`config.mk`:
```
export PLATFORM = sky130hd
export DESIGN_NAME = spi_slave_s2m_rx_flat
export DESIGN_NICKNAME = d
export VERILOG_FILES = /design/src/rtl/spi_slave_s2m_rx_if.sv /design/src/rtl/spi_slave_s2m_rx.sv /design/src/flat_wrapper.sv
export SDC_FILE = /design/constraint.sdc
export NUM_CORES = 1
export LEC_CHECK = 0
export CAP_MARGIN = 15
export CORE_UTILIZATION = 47
export CTS_BUF_LIST = sky130_fd_sc_hd__clkbuf_8 sky130_fd_sc_hd__clkbuf_16
export CTS_CLUSTER_DIAMETER = 60
export CTS_CLUSTER_SIZE = 14
export DETAILED_ROUTE_END_ITERATION = 12
export GPL_TIMING_DRIVEN = 0
export PLACE_DENSITY = 0.84
export SYNTH_ARGS = -nofsm -noshare
export SYNTH_HDL_FRONTEND = slang
export SYNTH_SLANG_ARGS = --single-unit
```
`constraint.sdc`:
```
create_clock -name iclk -period 1.7 [get_ports iclk]
set_clock_uncertainty 0.05 [all_clocks]
set_input_delay 0.34 -clock iclk [delete_from_list [all_inputs] [get_ports iclk]]
set_output_delay 0.34 -clock iclk [all_outputs]
set_load 0.005 [all_outputs]
```
`src/rtl/spi_slave_s2m_rx_if.sv`:
```
// Pin-side bundle for the SPI slave receiver: master drives CS/SCK/MOSI, slave returns frames.
// Latency: none, wires only.
// Backpressure: none; finish is a one-cycle strobe and out holds the last completed frame.
//   CS     chip select, active low, asynchronous to the system clock
//   SCK    SPI serial clock from the master
//   MOSI   serial data from the master
//   finish one-cycle pulse when a full frame has been received
//   out    last completed frame
interface spi_slave_s2m_rx_if #(
    parameter int unsigned DATA_W = 8
);
    logic              CS;
    logic              SCK;
    logic              MOSI;
    logic              finish;
    logic [DATA_W-1:0] out;

    modport master (
        output CS,
        output SCK,
        output MOSI,
        input  finish,
        input  out
    );

    modport slave (
        input  CS,
        input  SCK,
        input  MOSI,
        output finish,
        output out
    );
endinterface

```
`src/rtl/spi_slave_s2m_rx.sv`:
```
// SPI slave receive front end: oversamples CS/SCK/MOSI on iclk and assembles serial bits into frames.
// Latency: finish rises SYNC_STAGES+1 iclk edges after the last sampling SCK edge reaches the pin.
// Backpressure: none; each frame is presented once with a one-cycle finish, out held until the next frame.
//   iclk  system clock (>= 4x SCK), rstn asynchronous active-low reset
//   bus   slave modport: CS/SCK/MOSI in, finish/out out
module spi_slave_s2m_rx #(
    parameter int unsigned DATA_W      = 8,
    parameter int unsigned CPOL        = 0,
    parameter int unsigned CPHA        = 0,
    parameter int unsigned MSB_FIRST   = 1,
    parameter int unsigned SYNC_STAGES = 2
) (
    input  logic                iclk,
    input  logic                rstn,
    spi_slave_s2m_rx_if.slave   bus
);
    localparam int unsigned CNT_W       = $clog2(DATA_W + 1);
    localparam logic        SCK_IDLE    = (CPOL != 0);
    // Sampling on the falling SCK edge whenever exactly one of CPOL/CPHA is set.
    localparam logic        FALL_SAMPLE = ((CPOL != 0) != (CPHA != 0));
    localparam logic [CNT_W-1:0] LAST_BIT = CNT_W'(DATA_W - 1);

    logic [SYNC_STAGES-1:0] cs_sync_q;
    logic [SYNC_STAGES-1:0] sck_sync_q;
    logic [SYNC_STAGES-1:0] mosi_sync_q;
    logic                   sck_prev_q;
    logic                   cs_prev_q;

    logic [CNT_W-1:0]       cnt_q,   cnt_d;
    logic [DATA_W-1:0]      shift_q, shift_d;
    logic [DATA_W-1:0]      out_q,   out_d;
    logic                   finish_q, finish_d;

    logic cs_s, sck_s, mosi_s;
    logic cs_fall, sample_edge;

    assign cs_s   = cs_sync_q[SYNC_STAGES-1];
    assign sck_s  = sck_sync_q[SYNC_STAGES-1];
    assign mosi_s = mosi_sync_q[SYNC_STAGES-1];

    assign cs_fall     = cs_prev_q & ~cs_s;
    // Edges only count while selected, so a deselect in the same cycle as the final edge drops the frame.
    assign sample_edge = ~cs_s & (FALL_SAMPLE ? (sck_prev_q & ~sck_s) : (~sck_prev_q & sck_s));

    always_ff @(posedge iclk or negedge rstn) begin
        if (!rstn) begin
            cs_sync_q   <= '1;
            sck_sync_q  <= {SYNC_STAGES{SCK_IDLE}};
            mosi_sync_q <= '0;
            sck_prev_q  <= SCK_IDLE;
            cs_prev_q   <= 1'b1;
            cnt_q       <= '0;
            shift_q     <= '0;
            out_q       <= '0;
            finish_q    <= 1'b0;
        end else begin
            cs_sync_q   <= {cs_sync_q[SYNC_STAGES-2:0], bus.CS};
            sck_sync_q  <= {sck_sync_q[SYNC_STAGES-2:0], bus.SCK};
            mosi_sync_q <= {mosi_sync_q[SYNC_STAGES-2:0], bus.MOSI};
            sck_prev_q  <= sck_s;
            cs_prev_q   <= cs_s;
            cnt_q       <= cnt_d;
            shift_q     <= shift_d;
            out_q       <= out_d;
            finish_q    <= finish_d;
        end
    end

    always_comb begin
        cnt_d    = cnt_q;
        shift_d  = shift_q;
        out_d    = out_q;
        finish_d = 1'b0;
        if (cs_s) begin
            // Deselected: discard any partial frame, keep the last completed one on out.
            cnt_d   = '0;
            shift_d = '0;
        end else begin
            if (cs_fall) begin
                cnt_d = '0;
            end
            if (sample_edge) begin
                if (MSB_FIRST != 0) begin
                    shift_d = {shift_q[DATA_W-2:0], mosi_s};
                end else begin
                    shift_d = {mosi_s, shift_q[DATA_W-1:1]};
                end
                if (cnt_d == LAST_BIT) begin
                    // Frame complete: publish including this final bit and wrap for the next frame.
                    cnt_d    = '0;
                    out_d    = shift_d;
                    finish_d = 1'b1;
                end else begin
                    cnt_d = cnt_d + CNT_W'(1);
                end
            end
        end
    end

    assign bus.finish = finish_q;
    assign bus.out    = out_q;
endmodule

```
`src/flat_wrapper.sv`:
```
// flat-port wrapper written by rule: the top's interface ports become plain ports
module spi_slave_s2m_rx_flat 
#(
    parameter int unsigned DATA_W      = 8,
    parameter int unsigned CPOL        = 0,
    parameter int unsigned CPHA        = 0,
    parameter int unsigned MSB_FIRST   = 1,
    parameter int unsigned SYNC_STAGES = 2
)
  (iclk, rstn, bus_CS, bus_SCK, bus_MOSI, bus_finish, bus_out);
  spi_slave_s2m_rx_if #(.DATA_W(DATA_W)) bus_i ();
  input  logic iclk;
  input  logic rstn;
  input wire logic [$bits(bus_i.CS)-1:0] bus_CS;
  input wire logic [$bits(bus_i.SCK)-1:0] bus_SCK;
  input wire logic [$bits(bus_i.MOSI)-1:0] bus_MOSI;
  output wire logic [$bits(bus_i.finish)-1:0] bus_finish;
  output wire logic [$bits(bus_i.out)-1:0] bus_out;
  assign bus_i.CS = bus_CS;
  assign bus_i.SCK = bus_SCK;
  assign bus_i.MOSI = bus_MOSI;
  assign bus_finish = bus_i.finish;
  assign bus_out = bus_i.out;
  spi_slave_s2m_rx #(.DATA_W(DATA_W), .CPOL(CPOL), .CPHA(CPHA), .MSB_FIRST(MSB_FIRST), .SYNC_STAGES(SYNC_STAGES)) u_core (.iclk(iclk), .rstn(rstn), .bus(bus_i));
endmodule
```
Word-level counts from Yosys, hierarchy flattened

Index checks and enable logic that the tools add are counted.

$add $sub $neg: 1
Multiply operators: 0
Div/mod/pow operators: 0
Order comparisons: 0
Equal/unequal tests: 1
Shifts and indexed selects: 0
Muxes and demuxes: 10
Bitwise gates (word level): 5
Reduce and logical (&&, ||, !) cells: 2

Operators by type and width:

| kind                | number |
|---|---|
| $mux 4              | 5 |
| $mux 7              | 2 |
| $add 4x1->4 const B | 1 |
| $eq 4x3->1 const B  | 1 |
| $and 1x1->1         | 3 |
| $mux 1              | 3 |
| $reduce_and 3->1    | 1 |
| $not 1->1           | 2 |
| $reduce_bool 2->1   | 1 |

Register bits: 28
Bits in latches: 0
RAM bits: 0
Memory bits (read-only): 0
Input port bits: 5
Output and inout port bits: 9
Word-level logic and storage cells: 28
Memories kept: 0

Depth between registers and ports, before layout

Word-level depth: 8
Mapped depth: 4
Depth with buffers taken out: 3

Worst setup path before layout

Ideal clock, no wire load.

Path kind: reg-to-reg
Start: register u_core.sck_prev_q
End: register u_core.out_q[0], in the netlist u_core.bus.out[0]
Setup time: 125 ps
Data arrival time: 1512 ps
Slack: 13 ps
Cell stages (with the launch flop): 5
Path buffers: 1
Period minus slack after synthesis: 1687 ps
Path through: dfrtp_1 > nand4b_4 > or4b_4 > buf_6 > mux2_4

Cells in the longest elaborated chain, start to end: 4

Ends and longest elaborated chain:

| item                       | line                   | source |
|---|---|---|
| from (decl)                | spi_slave_s2m_rx.sv:26 | `logic sck_prev_q;` |
| from (signal assigned)     | spi_slave_s2m_rx.sv:60 | `sck_prev_q <= sck_s;` |
| $not 1->1                  | spi_slave_s2m_rx.sv:43 | `assign sample_edge = ~cs_s & (FALL_SAMPLE ? (sck_prev_q & ~sck_s) : (~sck_prev_q & sck_s));` |
| $and 1x1->1 (2 in a row)   | spi_slave_s2m_rx.sv:43 |  |
| $reduce_and 3->1 (no line) | n/a                    |  |
| to (signal assigned)       | spi_slave_s2m_rx.sv:64 | `out_q <= out_d;` |
| to (decl)                  | spi_slave_s2m_rx.sv:31 | `logic [DATA_W-1:0] out_q, out_d;` |

Every way passes these cells.
A chain may end at the register's enable or synchronous reset.

Final worst setup path

Start: register u_core.sck_prev_q
End: register u_core.out_q[1], in the netlist u_core.bus.out[1]

Same word-level chain as after synthesis.

==> run metrics <==
Clock Sinks=28; CTS tree=yes; Post-Syn Area per Cell=around 14 µm²; Pwr Density=875 nW/µm²; GRT Residual Overflow=0; CP Data Required Time=around 1.8 ns; RSZ-0062 raised after global routing=true; register bit total from synthesis=28; total number of vias=between 600 and 700; Final setup viols=0; DR WL/cell=approximately 14 µm; area grow syn2layout=23.1%; Worst setup EP type=flip-flop; share of cells above drive strength 1=21.1%; Hold Path Class=reg2reg; worst relative slew slack=58.4%; total number of yosys warnings=0; Max rail drop VDD=866 µV; Area contributors post-synth=dfrtp_1 59%, mux2_4 11%, dfstp_2 7.5%, nand2_1 5.0%, a21oi_1 3.3%; status=finished, final reports clean; most common cell after layout, fill and taps aside=dfrtp_1; Cell Chain, Critical Path=nand4b_4 -> or4b_4 -> mux2_4; critical path arrival=between 1.5 and 2 ns; max-slew violations=0; GP Congestion=slightly above 0.7; initial cell density of the core=between 50% and 60%; H-tree depth=1; Final Hold Fails=0; Logic pwr share=approximately 4.3%; Nets=a little over 100; register area share after synthesis=66.6%; Num CTS Buffers=3; Synth top area share=about three fifths; Setup CP Type=reg2reg; vias per cell=just over 5; Psw=approximately 0.23 mW; Ports=14; TritonRoute pass-1 iters=4; Core Rows=16; CTS root buffer=clkbuf_8; CTS Hold Buffers Added=0; antenna-violating nets left=0; Core Area=~2000 µm²; DRC=0; port bufs=13; antenna violations before repair=0; total power draw=between 1 and 1.5 mW; cell taking the most area after synthesis=dfrtp_1; chip width=around 49 µm; clk buf depth=2; Static Leakage=about 0.63 nW; Switching Fraction=between 20% and 30%; cell area after synthesis=about 1100 µm²; Cell variety after synth=18; worst-path fanout max=5; max-cap violations=0; final core occ=between 60% and 70%; Pint=slightly above 0.9 mW; DP Cell Count=between 100 and 150; Max stage delay on crit path=0.58 ns; sequential fraction of design power=between 60 and 70%; most frequent cells in the layout=25 x dfrtp_1, 14 x nand2_1, 13 x clkdlybuf4s50_1; Clk pwr share=a little over a third; CP max stage cell=or4b_4; clk slew on worst S/H paths=0.09 ns; hold slack=between 0.3 and 0.4 ns; die area=roughly 2400 µm²; Worst-Margin Slew=a little over 0.6 ns; syn_nets=just over 80; pin count of the biggest net entering global routing=29; Final Critical Period=~1.7 ns; Final WS setup=roughly 0.027 ns; clock insertion delay at the later pin of the skew report=0.27 ns; GRT Overall Usage=between 10% and 20%; Worst setup SP type=flip-flop; non-filler instance count after layout=approximately 120; ANT cells=0; Routed WL=between 1500 and 2000 µm; Max Freq=approximately 0.60 GHz; Die Y=approximately 50 µm; Setup Slack @ Placement=-0.176 ns; DRC marker count from the first detailed-route iteration=4; Final Cycle Share=a little over nine tenths; vias in the first global route=around 650; synthesized instance count=76; first-pass GRT wire length=around 2800 µm
-- final cells by class --
type,count,area (µm²)
Tap cell,27,33.8
Buffer,2,7.51
Timing Repair Buffer,15,153
Multi-Input combinational cell,44,340
Fill cell,171,741
Inverter,2,7.51
Clock buffer,4,55.1
Sequential cell,28,704
-- flip-flops by register name, summed over array words and instances, names as in the netlist --
name / count
u_core.bus.finish: 1
u_core.sck_sync_q: 2
u_core.cs_prev_q: 1
u_core.shift_q: 7
u_core.cnt_q: 4
u_core.sck_prev_q: 1
u_core.mosi_sync_q: 2
u_core.bus.out: 8
u_core.cs_sync_q: 2
-- metrics by stage --
| stage | instance area, µm² | setup TNS, ns |
|---|---|---|
| after floorplan | 1060 | 0 |
| after global routing | 1300 | -0.0679 |
| after detailed placement | 1220 | -4.71 |
| after global placement | 1220 | -2.21 |
| final | 1300 | 0 |
| after CTS | 1270 | 0 |
-- path summary, 6_finish.rpt --
| kind | startpoint | end | slack, ns | depth (start not counted) |
|---|---|---|---|---|
| max in group asynchronous | rstn | u_core.cs_prev_q$_DFF_PN1_ | 0.60 | 2 |
| min reg2reg | u_core.mosi_sync_q[0]$_DFF_PN0_ | u_core.mosi_sync_q[1]$_DFF_PN0_ | 0.31 | 0 |
| min | u_core.mosi_sync_q[0]$_DFF_PN0_ | u_core.mosi_sync_q[1]$_DFF_PN0_ | 0.31 | 0 |
| max reg2reg | u_core.sck_prev_q$_DFF_PN0_ | u_core.bus.out[1]$_DFFE_PN0P_ | 0.03 | 3 |
| min in group asynchronous | rstn | u_core.bus.out[3]$_DFFE_PN0P_ | 0.40 | 1 |
| max | u_core.sck_prev_q$_DFF_PN0_ | u_core.bus.out[1]$_DFFE_PN0P_ | 0.03 | 3 |
-- power groups by stage --
stage               registers [mW]  clock network (mW)  logic (mW)
floorplan                    0.702                   0      0.0169
global placement             0.704                   0      0.0408
detailed placement           0.705                   0      0.0426
CTS                          0.692               0.411      0.0449
global route                 0.694               0.442      0.0545
finish                       0.692               0.398      0.0490
-- per-layer routing --
| metal | part of all wire [%] | global-route usage, % | vias to the layer above |
|---|---|---|---|
| li1 | - | - | 290 |
| met1 | 47 | 18.0 | 307 |
| met2 | 48 | 26.3 | 15 |
| met3 | 3.2 | 3.74 | 4 |
| met4 | 2.1 | 7.14 | 0 |
| met5 | 0 | 0 | - |
-- worst max-delay path, delay by kind of cell, from the launching register on --
family	cells	cell delay [ns]
and+or+nand+nor	2	0.79
DFF	1	0.40
muxes	1	0.33
-- cell families after synthesis --
group                     after synthesis  share of synthesized area (%)
AOI/OAI and AO/OA                       8                           4.26
xor gates and xnor gates                3                           2.49
buffers and inverters                   5                           2.49
and+or+nand+nor                        24                           12.8
DFF                                    28                           66.6
muxes                                   8                           11.4
-- timing repair --
item,CTS,global route
gates cloned,0,1
buffers inserted,1,0
pin swaps,1,0
gates resized for setup,0,1
endpoints found under the setup margin,8,8
-- cell usage after synthesis --
| cell | count |
|---|---|
| dfrtp_1 | 25 |
| nand2_1 | 14 |
| mux2_4 | 8 |
| a21oi_1 | 7 |
| dfstp_2 | 3 |
| clkbuf_1 | 2 |
| inv_1 | 2 |
| nor2_1 | 2 |
| nor2b_1 | 2 |
| nor3_1 | 2 |
| xnor2_1 | 2 |
| buf_6 | 1 |
| nand3b_1 | 1 |
| nand4b_4 | 1 |
| o211a_1 | 1 |
| or2b_1 | 1 |
| or4b_4 | 1 |
| xor2_1 | 1 |
Power figures use the tool's default switching activity.
